$ cat src/rtl/mb_pattern_compare_ctrl.sv
// Mainband pattern-comparator sequencer: clear, run N deserializer bursts, latch
// the comparator verdict and report pass/fail, with abort and burst watchdog.
//
//   state    | meaning
//   ---------+-----------------------------------------------------------
//   S_IDLE   | waiting for i_start; comparator idle
//   S_CLEAR  | comparator held in CLEAR_LFSR for CLR_CYCLES cycles
//   S_RUN    | comparing; counting burst falling edges, watchdog running
//   S_LATCH  | one settle cycle so the comparator latches its own verdict
//   S_REPORT | one-cycle o_done with results loaded
module mb_pattern_compare_ctrl #(
  parameter int ITER_W         = 8,
  parameter int CLR_CYCLES     = 2,
  parameter int TIMEOUT_W      = 16,
  parameter int TIMEOUT_CYCLES = 50000
) (
  input  logic              i_clk,
  input  logic              i_rst_n,
  input  logic              i_start,
  input  logic              i_abort,
  input  logic [1:0]        i_mode,
  input  logic [ITER_W-1:0] i_num_bursts,
  input  logic [15:0]       i_lane_mask,
  input  logic              i_enable_buffer,
  input  logic [15:0]       i_per_lane_error,
  input  logic              i_error_done,
  output logic [1:0]        o_cmp_state,
  output logic              o_cmp_enable,
  output logic              o_cmp_type,
  output logic              o_busy,
  output logic              o_done,
  output logic              o_pass,
  output logic [15:0]       o_lane_result,
  output logic              o_timeout
);

  typedef enum logic [2:0] {
    S_IDLE   = 3'd0,
    S_CLEAR  = 3'd1,
    S_RUN    = 3'd2,
    S_LATCH  = 3'd3,
    S_REPORT = 3'd4
  } state_t;

  localparam int CLR_W = (CLR_CYCLES > 1) ? $clog2(CLR_CYCLES) : 1;
  localparam logic [CLR_W-1:0]     CLR_LAST = CLR_W'(CLR_CYCLES - 1);
  localparam logic [TIMEOUT_W-1:0] WD_LAST  = TIMEOUT_W'(TIMEOUT_CYCLES - 1);

  state_t              state, next_state;
  logic [1:0]          mode_q;
  logic [ITER_W-1:0]   num_q;
  logic [15:0]         mask_q;
  logic [CLR_W-1:0]    clr_cnt;
  logic [ITER_W-1:0]   burst_cnt;
  logic [TIMEOUT_W-1:0] wdog;
  logic                en_q;
  logic                fall, burst_last, wd_fire, per_lane;

  assign fall       = en_q & ~i_enable_buffer;
  assign burst_last = (burst_cnt + ITER_W'(1)) == num_q;
  assign wd_fire    = (wdog == WD_LAST);
  assign per_lane   = (mode_q == 2'b01) || (mode_q == 2'b10);

  always_ff @(posedge i_clk or negedge i_rst_n) begin
    if (!i_rst_n) state <= S_IDLE;
    else          state <= next_state;
  end

  always_comb begin
    next_state = state;
    unique case (state)
      S_IDLE:   if (i_start) next_state = (i_mode == 2'b11) ? S_REPORT : S_CLEAR;
      S_CLEAR:  if (clr_cnt == '0) next_state = S_RUN;
      S_RUN: begin
        // a burst edge outranks a watchdog expiry in the same cycle
        if (fall) begin
          if (burst_last) next_state = S_LATCH;
        end else if (wd_fire) begin
          next_state = S_REPORT;
        end
      end
      S_LATCH:  next_state = S_REPORT;
      S_REPORT: next_state = S_IDLE;
      default:  next_state = S_IDLE;
    endcase
    if (i_abort && state != S_IDLE) next_state = S_IDLE;
  end

  always_comb begin
    o_cmp_state  = 2'b00;
    o_cmp_enable = 1'b0;
    o_cmp_type   = (state != S_IDLE) && per_lane;
    o_busy       = (state != S_IDLE);
    o_done       = (state == S_REPORT);
    unique case (state)
      S_CLEAR: begin
        o_cmp_state  = 2'b01;
        o_cmp_enable = 1'b1;
      end
      S_RUN, S_LATCH: begin
        o_cmp_state  = (mode_q == 2'b10) ? 2'b11 : 2'b10;
        o_cmp_enable = 1'b1;
      end
      default: ;
    endcase
  end

  always_ff @(posedge i_clk or negedge i_rst_n) begin
    if (!i_rst_n) begin
      en_q      <= 1'b0;
      mode_q    <= 2'b00;
      num_q     <= '0;
      mask_q    <= '0;
      clr_cnt   <= '0;
      burst_cnt <= '0;
      wdog      <= '0;
    end else begin
      en_q <= i_enable_buffer;
      if (state == S_IDLE && i_start) begin
        mode_q  <= i_mode;
        num_q   <= (i_num_bursts == '0) ? ITER_W'(1) : i_num_bursts;
        mask_q  <= i_lane_mask;
        clr_cnt <= CLR_LAST;
      end else if (state == S_CLEAR && clr_cnt != '0) begin
        clr_cnt <= clr_cnt - CLR_W'(1);
      end
      if (state == S_RUN) begin
        if (fall) begin
          burst_cnt <= burst_cnt + ITER_W'(1);
          wdog      <= '0;
        end else begin
          wdog <= wdog + TIMEOUT_W'(1);
        end
      end else begin
        burst_cnt <= '0;
        wdog      <= '0;
      end
    end
  end

  // results only move on REPORT entry, so an abort leaves the last verdict intact
  always_ff @(posedge i_clk or negedge i_rst_n) begin
    if (!i_rst_n) begin
      o_pass        <= 1'b0;
      o_lane_result <= '0;
      o_timeout     <= 1'b0;
    end else if (next_state == S_REPORT) begin
      if (state == S_LATCH) begin
        o_timeout <= 1'b0;
        if (per_lane) begin
          o_lane_result <= i_per_lane_error;
          o_pass        <= &(i_per_lane_error | ~mask_q);
        end else begin
          o_lane_result <= {16{i_error_done}};
          o_pass        <= i_error_done;
        end
      end else begin
        o_pass        <= 1'b0;
        o_lane_result <= '0;
        o_timeout     <= (state == S_RUN);
      end
    end
  end

endmodule

$ cat config.mk
export PLATFORM = sky130hd
export DESIGN_NAME = mb_pattern_compare_ctrl
export DESIGN_NICKNAME = d
export VERILOG_FILES = /design/src/rtl/mb_pattern_compare_ctrl.sv
export SDC_FILE = /design/constraint.sdc
export NUM_CORES = 1
export LEC_CHECK = 0
export ABC_AREA = 1
export BUFFER_PORTS_ARGS = -buffer_cell sky130_fd_sc_hd__buf_4
export CAP_MARGIN = 20
export CORE_MARGIN = 2
export CORE_UTILIZATION = 40
export CTS_CLUSTER_SIZE = 14
export DETAILED_ROUTE_END_ITERATION = 7
export GPL_TIMING_DRIVEN = 0
export RECOVER_POWER = 25
export SYNTH_ARGS = -nofsm -noshare
export SYNTH_HDL_FRONTEND = slang
export SYNTH_SLANG_ARGS = --single-unit
$ cat constraint.sdc
create_clock -name i_clk -period 1.9 [get_ports i_clk]
set_clock_uncertainty 0.15 [all_clocks]
set_input_delay 0.19 -clock i_clk [delete_from_list [all_inputs] [get_ports i_clk]]
set_output_delay 0.19 -clock i_clk [all_outputs]
set_load 0.02 [all_outputs]
==> key figures, run 1 <==
Power
  • Total power: roughly 5.5 mW
  • Power Density: 1098 mW/mm^2
  • Static leakage: 2.473 nW
  • Max IR drop VDD: about 0.00054 V

Layout
  • Ratio of cells with drive above 1 in the final layout: 23.12%
  • Fin util: between 50 and 60%
  • FILL cells: 825
  • Area grow syn2layout: 36.94%
  • Diodes inserted: 0
  • Highest-count cells in the layout ignoring fill and taps: 148 x nand2_1, 80 x buf_4, 71 x dfrtp_1
  • Most common cell after layout, fill and taps aside: nand2_1
  • Nets: around 640

Floorplan
  • Die width: 99.41 um
  • DIE AREA: 0.009881 mm^2
  • Core Area: 0.008763 mm^2
  • IO Pins: 72
  • Site row count: 34
  • Initial core utilization: roughly two fifths
  • Die Y: 99.41 um

Route
  • Drt via density: 4.765
  • DR WL/cell: 13.15 um
  • DRT iter0 DRCs: 83
  • WL final: slightly above 9 mm
  • DRC Markers: 0
  • Antenna viol nets, final: 0
  • Drt first pass iters: 4
  • Vias after detailed routing: 3,359

Worst hold path
  • Min-Delay Endpoint: state[1]$_DFF_PN0_
  • Hold WC Path Type: input pin to register
  • WHS Path Cells: 4
  • Hold path startpoint: i_abort

Logic synthesis
  • Netlist cell types: 32
  • Mean Syn Cell Area: 7.681 um^2
  • Number of synthesized flops with an enable pin: 0
  • Syn_nets: roughly 530
  • Gate count of the mapped netlist: 474
  • Post-synthesis mux area share: 0%
  • Yosys top cell area share: 50.17%
  • Largest family of logic cells by synthesized area: simple AND/OR/NAND/NOR gates
  • Simple-gate share of the synthesized area: 28.49%
  • Most used DFF post-synth: dfrtp_1
  • YS warnings: 0
  • FF+latch count, synth: 73
  • Synth top area cells: dfrtp_1 50%, nand2_1 15%, inv_1 6.5%, o21ai_0 5.9%, nand3_1 5.1%
  • Mapped cell area: 0.003641 mm^2
  • Synth Area in Compound Gates: 11.03%
  • Ys async rst share: 100.0%
  • Register area share after synthesis: 50.17%
  • XOR/XNOR share of the synthesized area: 0.4811%
  • Adder-cell share of the synthesized area: 1.031%
  • Cell taking the most area after synthesis: dfrtp_1

Setup path
  • CP max stage delay: 0.41 ns
  • CP max FO: 4
  • CP Cell Sequence: ha_4 -> nand3_4 -> nor2_4 -> nand2_1 -> nor2_2 -> nand2_1 -> nor2_2 -> buf_4 -> nand2_2 -> a211oi_2
  • Crit Path Class: register to register
  • R2r setup slk: between 0.05 and 0.06 ns
  • Startpoint types: register
  • Worst Setup End Kind: register
  • R2R Path Start: wdog[1]$_DFF_PN0_
  • Reg-to-reg endpoint: wdog[10]$_DFF_PN0_
  • Worst path slowest cell: dfrtp_1
  • Worst Reg-to-Reg Cells: 10
  • CP Data Required Time: 2.01 ns
  • Kind of cell adding the most delay to the critical path: simple AND/OR/NAND/NOR gates
  • Worst EP arrival: 1.96 ns
  • Buf+Inv Stages, Crit Path: 1

Clock network
  • Later-pin clock latency in the skew report: 0.35 ns
  • Num CTS Buffers: 9
  • Clk buf depth: 2
  • CTS tree: yes
  • Clock Sink Count: 73
  • Clock root buffer master: clkbuf_8
  • H-tree depth: 3
  • CTS clk-pin slew, worst paths: 0.08 ns

Timing
  • Period utilization: 97.27%
  • Fmax achieved: 541.1 MHz
  • Final min period: 1.848 ns
  • WHS: 0.05795 ns
  • Final setup violation count: 0
  • Relative slew slack: 38.73%
  • Slew Limit Fails: 0
  • Hold Violations, Final: 0
  • RSZ-0062 raised after global routing: true
  • Worst-Margin Slew: about 0.92 ns

GRT
  • Antenna violations before repair: 0
  • Total congestion overflow: 0
  • Vias in the first global route: 3,390
  • First-pass GRT wire length: 15.50 mm
  • All-Layer GR Usage: 19.78%
  • Largest net degree at the start of global routing: 74

Placement
  • Dpl hpwl: 6.742 mm
  • IO buf count: 71
  • GP Congestion: 0.8707

Run
  • MaxCap Viol Count: 0

Status
  • Status: completed
[kinds of logic (layout without fill, tap and decap cells)]
group	after synthesis	in the layout
AO/OA/AOI/OAI	72	72
XOR/XNOR	2	2
adder cells (fa/ha/maj)	3	3
buffers and inverters	80	203
flip-flops	73	73
AND/OR/NAND/NOR	244	244
[synth_stat cells (2+ instances only)]
| library cell | n |
|---|---|
| a211oi_1 | 4 |
| a21oi_1 | 14 |
| buf_2 | 2 |
| buf_6 | 2 |
| clkbuf_1 | 8 |
| dfrtp_1 | 73 |
| ha_1 | 3 |
| inv_1 | 63 |
| inv_2 | 2 |
| nand2_1 | 150 |
| nand3_1 | 37 |
| nand3_2 | 3 |
| nand3b_1 | 3 |
| nand4_1 | 6 |
| nor2_1 | 32 |
| nor2_2 | 3 |
| nor3_1 | 6 |
| o21ai_0 | 43 |
| o22ai_1 | 6 |
| xor2_1 | 2 |
[worst max path at each step]
| stage | endpoint | depth (start not counted) | startpoint | slack (ns) |
|---|---|---|---|---|
| finish | wdog[10]$_DFF_PN0_ | 10 | wdog[1]$_DFF_PN0_ | 0.05 |
| global route | wdog[12]$_DFF_PN0_ | 11 | wdog[0]$_DFF_PN0_ | -0.07 |
| CTS | wdog[10]$_DFF_PN0_ | 6 | state[2]$_DFF_PN0_ | 0.006 |
| global placement | o_lane_result[9]$_DFFE_PN0N_ | 11 | state[1]$_DFF_PN0_ | -0.16 |
| detailed placement | o_lane_result[7]$_DFFE_PN0N_ | 11 | state[1]$_DFF_PN0_ | -0.16 |
| floorplan | o_lane_result[10]$_DFFE_PN0N_ | 9 | wdog[0]$_DFF_PN0_ | 0.13 |
[stage by stage]
stage | setup slack, ns | setup TNS, ns | instances | area (um^2)
6_report | 0.05189 | 0 | 705 | 4986
5_1_grt | -0.06977 | -0.7297 | 705 | 4986
4_1_cts | 0.005719 | 0 | 700 | 4872
3_5_place_dp | -0.1650 | -2.776 | 653 | 4309
3_3_place_gp | -0.1647 | -2.561 | 653 | 4309
2_1_floorplan | 0.1270 | 0 | 474 | 3641
[worst min-delay path: cells and delay by family]
| kind | cells | cell delay, ns |
|---|---|---|
| buf+inv | 2 | 0.22 |
| simple gates | 1 | 0.06 |
| compound gates | 1 | 0.06 |
[sequential cells by signal (all words and copies together) (netlist names)]
register / cells
mode_q: 2
o_pass: 1
state: 3
en_q: 1
mask_q: 16
wdog: 16
burst_cnt: 8
num_q: 8
o_lane_result: 16
o_timeout: 1
clr_cnt: 1
[per-layer routing]
layer	global-route usage (%)	share of wire (%)	up-vias	wire length (um)
met5	0	0	-	0
met4	6.533	1.7	0	155
met3	4.216	3.7	12	345
met2	32.28	48	57	4430
met1	26.37	47	1537	4338
li1	-	-	1753	-
[area by class of cell]
type,count,area [um^2],area share [%]
clock inverters,5,62.56,1.255
repair buffers,108,880.8,17.67
plain buffers,12,80.08,1.606
inverters,67,254.0,5.094
well taps,108,135.1,2.710
multi-input cells,321,1593,31.94
flip-flops and latches,73,1829,36.69
clock buffers,11,151.4,3.036
[timing repair]
action / in CTS / in global routing
endpoints found under the setup margin: 32 / 27
hold endpoints to repair: 100 / 0
resized for setup: 13 / 24
hold buffers: 28 / 0
pin swaps: 2 / 8
buffers inserted: 4 / 5
[power by group]
group	total [mW]	internal, mW	switching, mW
logic	2.06	0.848	1.21
registers	2.13	1.92	0.210
clock network	1.29	0.685	0.601
Note: power is estimated with default switching activity, not from simulation.
==> run 2: changes to the inputs <==
--- a/config.mk
+++ b/config.mk
@@ -7,12 +7,13 @@
 export LEC_CHECK = 0
 export ABC_AREA = 1
 export BUFFER_PORTS_ARGS = -buffer_cell sky130_fd_sc_hd__buf_4
-export CAP_MARGIN = 20
+export CAP_MARGIN = 25
 export CORE_MARGIN = 2
 export CORE_UTILIZATION = 40
 export CTS_CLUSTER_SIZE = 14
 export DETAILED_ROUTE_END_ITERATION = 7
 export GPL_TIMING_DRIVEN = 0
+export PLACE_DENSITY_LB_ADDON = 0.25
 export RECOVER_POWER = 25
 export SYNTH_ARGS = -nofsm -noshare
 export SYNTH_HDL_FRONTEND = slang
==> key figures, run 2 (same netlist as run 1, synthesis figures left out) <==
GRT
  • Largest net degree at the start of global routing: 74 (unchanged)
  • First-pass GRT wire length: 16.27 mm (was 15.50 mm)
  • Antenna violations before repair: 0 (unchanged)
  • Total congestion overflow: 0 (unchanged)
  • Vias in the first global route: 3,465 (was 3,390)
  • All-Layer GR Usage: 20.66% (was 19.78%)

Timing
  • Hold Violations, Final: 0 (unchanged)
  • RSZ-0062 raised after global routing: true (unchanged)
  • Setup TNS: 0 ns (unchanged)
  • Fmax achieved: 530.8 MHz (was 541.1 MHz)
  • Slew Limit Fails: 0 (unchanged)
  • Final setup violation count: 0 (unchanged)
  • Period utilization: 99.15% (was 97.27%)
  • Final min period: 1.884 ns (was 1.848 ns)
  • Worst-Margin Slew: 0.8980 ns (was 0.9190 ns)
  • Relative slew slack: 40.13% (was 38.73%)

Floorplan
  • Core Area: 0.008763 mm^2 (unchanged)
  • Die width: 99.41 um (unchanged)
  • Die Y: 99.41 um (unchanged)
  • Initial core utilization: 41.55% (unchanged)
  • DIE AREA: 0.009881 mm^2 (unchanged)
  • Site row count: 34 (unchanged)
  • IO Pins: 72 (unchanged)

Power
  • Max IR drop VDD: 0.0006871 V (was 0.0005427 V)
  • Sw frac: 37.16% (was 36.96%)
  • NetSw: 2.157 mW (was 2.023 mW)
  • Power Density: 1121 mW/mm^2 (was 1098 mW/mm^2)
  • Clock power share: 23.3% (was 23.5%)
  • Static leakage: 2.508 nW (was 2.473 nW)
  • Seq pwr share: 36.9% (was 38.9%)
  • Internal power: 3.647 mW (was 3.450 mW)
  • Comb power frac: 39.8% (was 37.6%)

Setup path
  • CP max FO: 7 (was 4)
  • Worst Setup End Kind: register (unchanged)
  • Startpoint types: register (unchanged)
  • Worst EP arrival: 1.98 ns (was 1.96 ns)
  • Crit Path Class: register to register (unchanged)
  • CP Data Required Time: 1.99 ns (was 2.01 ns)

Layout
  • Area grow syn2layout: 42.23% (was 36.94%)
  • Ratio of cells with drive above 1 in the final layout: 26.19% (was 23.12%)
  • Finished Layout Cells: 719 (was 705)
  • FILL cells: 763 (was 825)
  • Nets: 657 (was 643)
  • Most common cell after layout, fill and taps aside: nand2_1 (unchanged)
  • Highest-count cells in the layout ignoring fill and taps: 127 x nand2_1, 75 x buf_4, 73 x dfrtp_1 (was 148 x nand2_1, 80 x buf_4, 71 x dfrtp_1)
  • Diodes inserted: 0 (unchanged)
  • Largest regs: mask_q: 16 flops, o_lane_result: 16 flops, wdog: 16 flops (unchanged)
  • Register area: 0.001827 mm^2 (was 0.001829 mm^2)
  • Footprint of the multi-input gates: 0.001717 mm^2 (was 0.001593 mm^2)

Clock network
  • Clock root buffer master: clkbuf_8 (unchanged)
  • H-tree depth: 3 (unchanged)
  • CTS clk-pin slew, worst paths: 0.07 ns (was 0.08 ns)
  • Clk buf depth: 2 (unchanged)
  • Later-pin clock latency in the skew report: 0.35 ns (about the same)
  • Num CTS Buffers: 9 (unchanged)
  • CTS tree: yes (unchanged)
  • Clock Sink Count: 73 (unchanged)

Route
  • Antenna viol nets, final: 0 (unchanged)
  • Drt first pass iters: 5 (was 4)
  • DR WL/cell: 13.90 um (was 13.15 um)
  • DRC Markers: 0 (unchanged)
  • Drt via density: 4.901 (was 4.765)
  • DRT iter0 DRCs: 116 (was 83)
  • WL final: 9.996 mm (was 9.270 mm)
  • Vias after detailed routing: 3,524 (was 3,359)

Placement
  • IO buf count: 71 (unchanged)
  • Post-placement cell count: 653 (unchanged)
  • Dpl hpwl: 6.916 mm (was 6.742 mm)
  • GP Congestion: 0.8319 (was 0.8707)

Worst hold path
  • Hold WC Path Type: input pin to register (unchanged)

Status
  • Status: completed (unchanged)

Run
  • MaxCap Viol Count: 0 (unchanged)
[run 2: power groups by stage]
stage          sequential, mW  combinational [mW]  clock [mW]
3_3_place_gp             2.14                1.82           0
4_1_cts                  2.13                2.17        1.38
5_1_grt                  2.19                2.58        1.45
3_5_place_dp             2.15                1.86           0
2_1_floorplan            2.17                1.16           0
6_report                 2.14                2.31        1.35
[run 2: timing repair]
action | 4_1_cts | 5_1_grt
gates resized for setup | 31 | 45
pin swaps | 9 | 11
cloned | 1 | 0
buffers inserted | 15 | 8
setup endpoints to repair | 32 | 58
hold buffers | 28 | 0
endpoints found under the hold margin | 100 | 0
[run 2: worst paths after layout]
check | start | cells after the start | slack [ns] | to
hold reg to reg | o_lane_result[9]$_DFFE_PN0N_ | 2 | 0.34 | o_lane_result[9]$_DFFE_PN0N_
max in group asynchronous | i_rst_n | 2 | 0.66 | wdog[14]$_DFF_PN0_
hold / removal | i_abort | 4 | 0.07 | state[0]$_DFF_PN0_
min in group asynchronous | i_rst_n | 2 | 0.37 | wdog[6]$_DFF_PN0_
setup / recovery | state[1]$_DFF_PN0_ | 11 | 0.02 | o_lane_result[5]$_DFFE_PN0N_
setup reg to reg | state[1]$_DFF_PN0_ | 11 | 0.02 | o_lane_result[5]$_DFFE_PN0N_
[run 2: through the flow]
stage / power [mW] / util [%] / worst slack (ns) / area (um^2) / hold slack, ns
floorplan: 3.324 / - / 0.1270 / 3641 / -0.2556
CTS: 5.673 / 57.44 / -0.01870 / 5034 / 0.05250
detailed placement: 4.008 / 49.17 / -0.2143 / 4309 / 0.1641
finish: 5.804 / 59.09 / 0.01616 / 5179 / 0.06880
global route: 6.211 / 59.09 / -0.08103 / 5179 / 0.07840
global placement: 3.956 / 49.17 / -0.1321 / 4309 / 0.1628
[run 2: cell type report]
type	instances	share of cell area, %
Buffer	11	1.474
Clock buffer	11	2.730
Clock inverter	5	1.522
Inverter	67	4.905
Multi-Input combinational cell	321	33.15
Sequential cell	73	35.27
Tap cell	108	2.609
Timing Repair Buffer	123	18.34
[run 2: critical path: stages (launching register included)]
cell     delay (ns)
dfrtp_1        0.43
nor2_2         0.13
inv_2          0.06
nor2_4         0.17
nand2_4        0.10
nor2_4         0.12
nor2_4         0.05
a21oi_4        0.22
inv_4          0.09
buf_12         0.15
nand2_2        0.05
nand2_1        0.05
[run 2: per-layer routing]
metal | global-route usage, % | wire length [um] | vias up
li1 | - | - | 1779
met1 | 27.40 | 4401 | 1662
met2 | 34.88 | 5098 | 73
met3 | 4.919 | 409 | 10
met4 | 4.110 | 87 | 0
met5 | 0 | 0 | -
